File: src/rtl/mpp_fetch_pkg.sv
// Shared types for the mpp instruction fetch unit: address/data widths,
// fetch FSM states and the prefetch queue entry layout.
package mpp_fetch_pkg;

  localparam int ADDR_W = 16;
  localparam int DATA_W = 8;

  typedef enum logic [1:0] {
    IDLE,
    FETCH,
    DISCARD
  } fetch_state_t;

  typedef struct packed {
    logic [ADDR_W-1:0] pc;
    logic [DATA_W-1:0] data;
  } fetch_entry_t;

endpackage

File: src/rtl/fetch_fifo.sv
// Synchronous prefetch queue of {pc, byte} entries; flush beats push and pop.
// DEPTH must be a power of two so the pointers wrap naturally.
module fetch_fifo
  import mpp_fetch_pkg::*;
#(
  parameter int DEPTH = 4
) (
  input  logic                       clk,
  input  logic                       reset,
  input  logic                       push_i,
  input  fetch_entry_t               pushData_i,
  input  logic                       pop_i,
  input  logic                       flush_i,
  output fetch_entry_t               head_o,
  output logic                       full_o,
  output logic                       empty_o,
  output logic [$clog2(DEPTH):0]     count_o
);

  localparam int PtrW = $clog2(DEPTH);
  localparam int CntW = PtrW + 1;

  fetch_entry_t    mem_q [DEPTH];
  logic [PtrW-1:0] rdPtr_q;
  logic [PtrW-1:0] wrPtr_q;
  logic [CntW-1:0] count_q;
  logic            doPush;
  logic            doPop;

  assign full_o  = (count_q == CntW'(DEPTH));
  assign empty_o = (count_q == '0);
  assign count_o = count_q;
  assign head_o  = mem_q[rdPtr_q];

  // A push at full is only legal when the head leaves in the same cycle.
  assign doPush = push_i && (!full_o || pop_i);
  assign doPop  = pop_i && !empty_o;

  always_ff @(posedge clk) begin
    if (reset || flush_i) begin
      rdPtr_q <= '0;
      wrPtr_q <= '0;
      count_q <= '0;
    end else begin
      if (doPush) wrPtr_q <= wrPtr_q + PtrW'(1);
      if (doPop)  rdPtr_q <= rdPtr_q + PtrW'(1);
      count_q <= count_q + CntW'(doPush) - CntW'(doPop);
    end
  end

  always_ff @(posedge clk) begin
    if (doPush && !flush_i && !reset) mem_q[wrPtr_q] <= pushData_i;
  end

endmodule

File: src/rtl/instr_fetch_unit.sv
// ROM-side fetch FSM plus prefetch queue for the mpp core.
// Optional ROM timeout watchdog enabled with `define FETCH_TIMEOUT_EN.
module instr_fetch_unit
  import mpp_fetch_pkg::*;
#(
  parameter int          DEPTH          = 4,
  parameter logic [15:0] RESET_PC       = 16'h0000,
  parameter int          TIMEOUT_CYCLES = 16
) (
  input  logic        clk,
  input  logic        reset,
  output logic [15:0] rom_addr,
  output logic        rom_cs,
  output logic        rom_rd,
  input  logic [7:0]  rom_data,
  input  logic        rom_ready,
  input  logic        redirect,
  input  logic [15:0] redirect_addr,
  input  logic        halt,
  output logic [7:0]  instruction,
  output logic [15:0] instr_pc,
  output logic        instr_valid,
  input  logic        instr_ready,
  output logic        fetch_err
);

  localparam int CntW = $clog2(DEPTH) + 1;

  fetch_state_t      state_q;
  logic [ADDR_W-1:0] fetchPc_q;
  logic [ADDR_W-1:0] romAddr_q;
  logic [ADDR_W-1:0] fetchPcInc;
  logic              fifoPush;
  logic              fifoPop;
  logic              fifoFull;
  logic              fifoEmpty;
  logic [CntW-1:0]   fifoCount;
  fetch_entry_t      pushEntry;
  fetch_entry_t      headEntry;
  logic              spaceAfterPush;
  logic              canIssue;
  logic              timeoutHit;
  logic              errBlock;

  assign fetchPcInc = fetchPc_q + 16'd1;
  assign pushEntry  = '{pc: fetchPc_q, data: rom_data};

  // Redirect squashes both the completing byte and any pop this cycle.
  assign fifoPush = (state_q == FETCH) && rom_ready && !redirect;
  assign fifoPop  = instr_valid && instr_ready && !redirect;

  assign spaceAfterPush = (fifoCount < CntW'(DEPTH - 1)) || fifoPop;
  assign canIssue       = !halt && (fifoCount < CntW'(DEPTH)) && !errBlock;

  fetch_fifo #(.DEPTH(DEPTH)) u_fifo (
    .clk       (clk),
    .reset     (reset),
    .push_i    (fifoPush),
    .pushData_i(pushEntry),
    .pop_i     (fifoPop),
    .flush_i   (redirect),
    .head_o    (headEntry),
    .full_o    (fifoFull),
    .empty_o   (fifoEmpty),
    .count_o   (fifoCount)
  );

  assign rom_cs      = (state_q != IDLE);
  assign rom_rd      = rom_cs;
  assign rom_addr    = romAddr_q;
  assign instr_valid = !fifoEmpty;
  assign instruction = instr_valid ? headEntry.data : 8'h00;
  assign instr_pc    = instr_valid ? headEntry.pc   : 16'h0000;

`ifdef FETCH_TIMEOUT_EN
  localparam int TimerW = $clog2(TIMEOUT_CYCLES + 1);

  logic [TimerW-1:0] timer_q;
  logic              fetchErr_q;

  assign timeoutHit = (state_q != IDLE) && !rom_ready &&
                      (timer_q == TimerW'(TIMEOUT_CYCLES - 1));
  assign errBlock   = fetchErr_q;
  assign fetch_err  = fetchErr_q;

  // Counts consecutive wait cycles on an outstanding request; error is sticky.
  always_ff @(posedge clk) begin
    if (reset || redirect) begin
      timer_q    <= '0;
      fetchErr_q <= 1'b0;
    end else if (state_q == IDLE || rom_ready) begin
      timer_q <= '0;
    end else if (timeoutHit) begin
      timer_q    <= '0;
      fetchErr_q <= 1'b1;
    end else begin
      timer_q <= timer_q + TimerW'(1);
    end
  end
`else
  assign timeoutHit = 1'b0;
  assign errBlock   = 1'b0;
  assign fetch_err  = 1'b0;
`endif

  always_ff @(posedge clk) begin
    if (reset) begin
      state_q   <= IDLE;
      fetchPc_q <= RESET_PC;
      romAddr_q <= RESET_PC;
    end else if (redirect) begin
      fetchPc_q <= redirect_addr;
      // A still-pending request must finish on the bus before we move on.
      state_q   <= (state_q != IDLE && !rom_ready) ? DISCARD : IDLE;
    end else begin
      unique case (state_q)
        IDLE: begin
          if (canIssue) begin
            state_q   <= FETCH;
            romAddr_q <= fetchPc_q;
          end
        end
        FETCH: begin
          if (rom_ready) begin
            fetchPc_q <= fetchPcInc;
            if (spaceAfterPush && !halt) begin
              romAddr_q <= fetchPcInc;
            end else begin
              state_q <= IDLE;
            end
          end else if (timeoutHit) begin
            state_q <= IDLE;
          end
        end
        DISCARD: begin
          if (rom_ready || timeoutHit) state_q <= IDLE;
        end
        default: state_q <= IDLE;
      endcase
    end
  end

endmodule

File: config.mk
export PLATFORM = sky130hd
export DESIGN_NAME = instr_fetch_unit
export DESIGN_NICKNAME = d
export VERILOG_FILES = /design/src/rtl/mpp_fetch_pkg.sv /design/src/rtl/fetch_fifo.sv /design/src/rtl/instr_fetch_unit.sv
export SDC_FILE = /design/constraint.sdc
export NUM_CORES = 1
export LEC_CHECK = 0
export CAP_MARGIN = 25
export CORE_MARGIN = 1.5
export CORE_UTILIZATION = 35
export CTS_BUF_LIST = sky130_fd_sc_hd__clkbuf_8 sky130_fd_sc_hd__clkbuf_16
export DETAILED_ROUTE_END_ITERATION = 10
export PLACE_DENSITY = 0.6
export SLEW_MARGIN = 20
export SYNTH_ARGS = -nofsm -noshare
export SYNTH_HDL_FRONTEND = slang
export SYNTH_SLANG_ARGS = --single-unit
File: constraint.sdc
create_clock -name clk -period 2.7 [get_ports clk]
set_input_delay 0.27 -clock clk [delete_from_list [all_inputs] [get_ports clk]]
set_output_delay 0.27 -clock clk [all_outputs]
set_load 0.02 [all_outputs]
==> results.toml, run 1 <==
[run_status]
outcome = "finished, final reports clean"

[logic_synthesis]
synth_compound_area_share_pct = 6.989
synth_edf_count = 96
syn_area_sq_um = 5997
synth_xor_area_share_pct = 3.505
netlist_instances = 428
synth_common_cells = "edfxtp_1 (96), dfxtp_1 (43), mux4_2 (24), nor2_1 (24), nor2b_1 (24)"
ys_seq_area_share_pct = 62.42
synth.most_common_cell = "edfxtp_1"
synthFlopType = "edfxtp_1"
synthSimpleGateAreaFrac_pct = 12.27
ys_warn_count = 0
synth.distinct_cells = 49
syn_avg_cell_area_sq_um = 14.01
synth_seq_cells = 139
synth_top_area_share_pct = 48.07
async_reset_ff_share_pct = 0
yosysTopAreaCell = "edfxtp_1"
synth_area_leaders = "edfxtp_1 (48%), dfxtp_1 (14%), mux4_2 (9.0%)"
synthMuxAreaShare_pct = 9.514
synth_top_family_by_area = "simple AND/OR/NAND/NOR gates"
synth-adder-area-share_pct = 2.003
synth_fp_nets = 467

[placed_design]
dp_hpwl_um = 8292
dp_cells = 712
io_buffers = 72
pre_cts_slack_ns = 0.2966
gp_congestion = 0.8143

[routing]
vias = 3759
first_pass_iters = 4
ant_nets = 0
wl_um = 12730
drt_iter0_markers = 186
viasPerCell = 5.052
routedWlPerCell_um = 17.11
drc = 0

[cts]
cts.clk_slew.worst_paths_ns = 0.06
cts_setup_buffers = 0
cts_buffer_depth = 2
root_buffer = "clkbuf_16"
cts-resized-gates = 0
hold_buffers = 0
clock_latency_ns = 0.41
htree_levels = 4
cts_tree = "built"
cts.sinks = 139
cts_buffers = 17

[cells_and_area]
drive_above_1_share_pct = 16.22
final_util_pct = 46.15
n_antenna_cell = 0
nFillCells = 1444
area_delta_synth_final_pct = 28.08
layout.cells.non_filler = 744
nets = 550

[global_routing]
grt_pass1_vias = 3928
grt_pass1_wl_um = 20770
antenna_found_initial = 0
grt.overflow.total = 0
groute.usage.overall_pct = 15.24
grt_max_degree = 32

[die]
core_area_sq_um = 16640
rows = 47
die_x_um = 133.9
die_height_um = 133.9
start_util_pct = 36.03
io_pins = 74
die-area_sq_um = 17930

[sta]
max_freq_mhz = 393.6
whs_ns = 0.4303
hold_viol = 0
maxSlewViolCount = 0
relSlewSlack_pct = 62.37
tightest_slew_ns = 0.5602
timing.final.crit_share_pct = 94.11
finalClockSkew_ns = 0.007102
min_period_ns = 2.541
worst_slack_ns = 0.1591
setup_viol = 0
rsz0062_at_grt = "false"
finalSetupTns_ns = 0

[power]
power.density_nw_per_um2 = 649.2
ir_drop_uv = 433.1
power.leakage_nw = 2.504

[worst_hold_path]
hp-class = "in2reg"

[critical_path]
cp.arrival_ns = 2.27
criticalPathCategory = "reg2out"
critPathLaunchType = "flop"
reg2regPathDepth = 6
reg2reg_to = "rom_addr[15]$_SDFFE_PP0P_"
reg2reg_slack_ns = 0.57
crit_fanout = 24
cp_data_required_time_ns = 2.43
crit_path_end = "instr_pc[0]"
r2r_start = "u_fifo.count_o[2]$_SDFF_PP0_"
end_kind = "output pin"

[flow_run]
max_cap_violations = 0
## state kept, by name (all words and copies together), names as in the netlist, named ones only
signal,cells
u_fifo.mem_q,96
u_fifo.rdPtr_q,2
rom_addr,16
u_fifo.count_o,3
fetchPc_q,16
u_fifo.wrPtr_q,2
state_q,2
## where the power goes
part	internal, mW	switching, mW
Sequential	2.32	0.0512
Combinational	0.143	0.154
Clock	1.45	0.869
## cell families after synthesis
kind of cell / count (synthesis)
other cells: 1
compound gates: 56
fa+ha+maj: 9
mux: 27
buf+inv: 46
xor+xnor: 24
flops: 139
simple gates: 126
## final cells by class
type	count	area [sq um]	share of cell area (%)
Timing Repair Buffer	95	943.4	12.28
Inverter	15	56.30	0.7330
Tap cell	220	275.3	3.584
Clock buffer	17	425.4	5.538
Sequential cell	139	3744	48.74
Clock inverter	15	172.7	2.248
Multi-Input combinational cell	243	2064	26.88
## worst max-delay path: stages (launching register included)
cell and delay, ns:
dfxtp_1 0.36, buf_12 0.24, mux4_2 0.57, nor2b_1 0.15
clkdlybuf4s50_1 0.54
## per-stage QoR
stage / power [mW] / cell area (sq um)
after floorplan: 2.556 / 5997
after CTS: 5.028 / 7681
final: 4.986 / 7681
after detailed placement: 2.709 / 7083
after global routing: 5.156 / 7681
after global placement: 2.703 / 7083
## routing by layer
metal	wire length [um]	GRT usage, %	vias to the layer above
met5	0	0	-
met4	78	3.986	0
met3	653	4.233	7
met2	6084	25.00	89
met1	5916	20.00	1861
li1	-	-	1802
## worst min path at each step
stage | from | to | slack [ns] | cells after the start
6_report | redirect_addr[4] | fetchPc_q[4]$_SDFFE_PP0P_ | 0.43 | 3
5_1_grt | redirect_addr[4] | fetchPc_q[4]$_SDFFE_PP0P_ | 0.45 | 3
4_1_cts | redirect_addr[4] | fetchPc_q[4]$_SDFFE_PP0P_ | 0.41 | 3
3_5_place_dp | u_fifo.rdPtr_q[1]$_SDFFE_PP0P_ | flop | 0.51 | 2
3_3_place_gp | u_fifo.rdPtr_q[1]$_SDFFE_PP0P_ | u_fifo.rdPtr_q[1]$_SDFFE_PP0P_ | 0.51 | 2
2_1_floorplan | rom_ready | state_q[1]$_SDFFE_PP0P_ | 0.35 | 1
## placed cells by master (no fill, tap or decap), drive strengths merged, types with 10 or more instances in the layout
cell           synthesis  final
a211oi                14     14
nor3                  19     19
clkdlybuf4s50          0     72
a21oi                 10     10
xnor2                 20     20
dfxtp                 43     43
nand2                 11     11
mux4                  24     24
clkbuf                18     17
nor2                  24     24
inv                   15     17
nor2b                 24     24
edfxtp                96     96
buf                   13     23
Power figures use the tool's default switching activity.
==> inputs of run 2 (changes only) <==
- TNS_END_PERCENT: unset -> 10
==> results of run 2 <==
The final DEF is identical to that of run 1; final timing and power are the same.
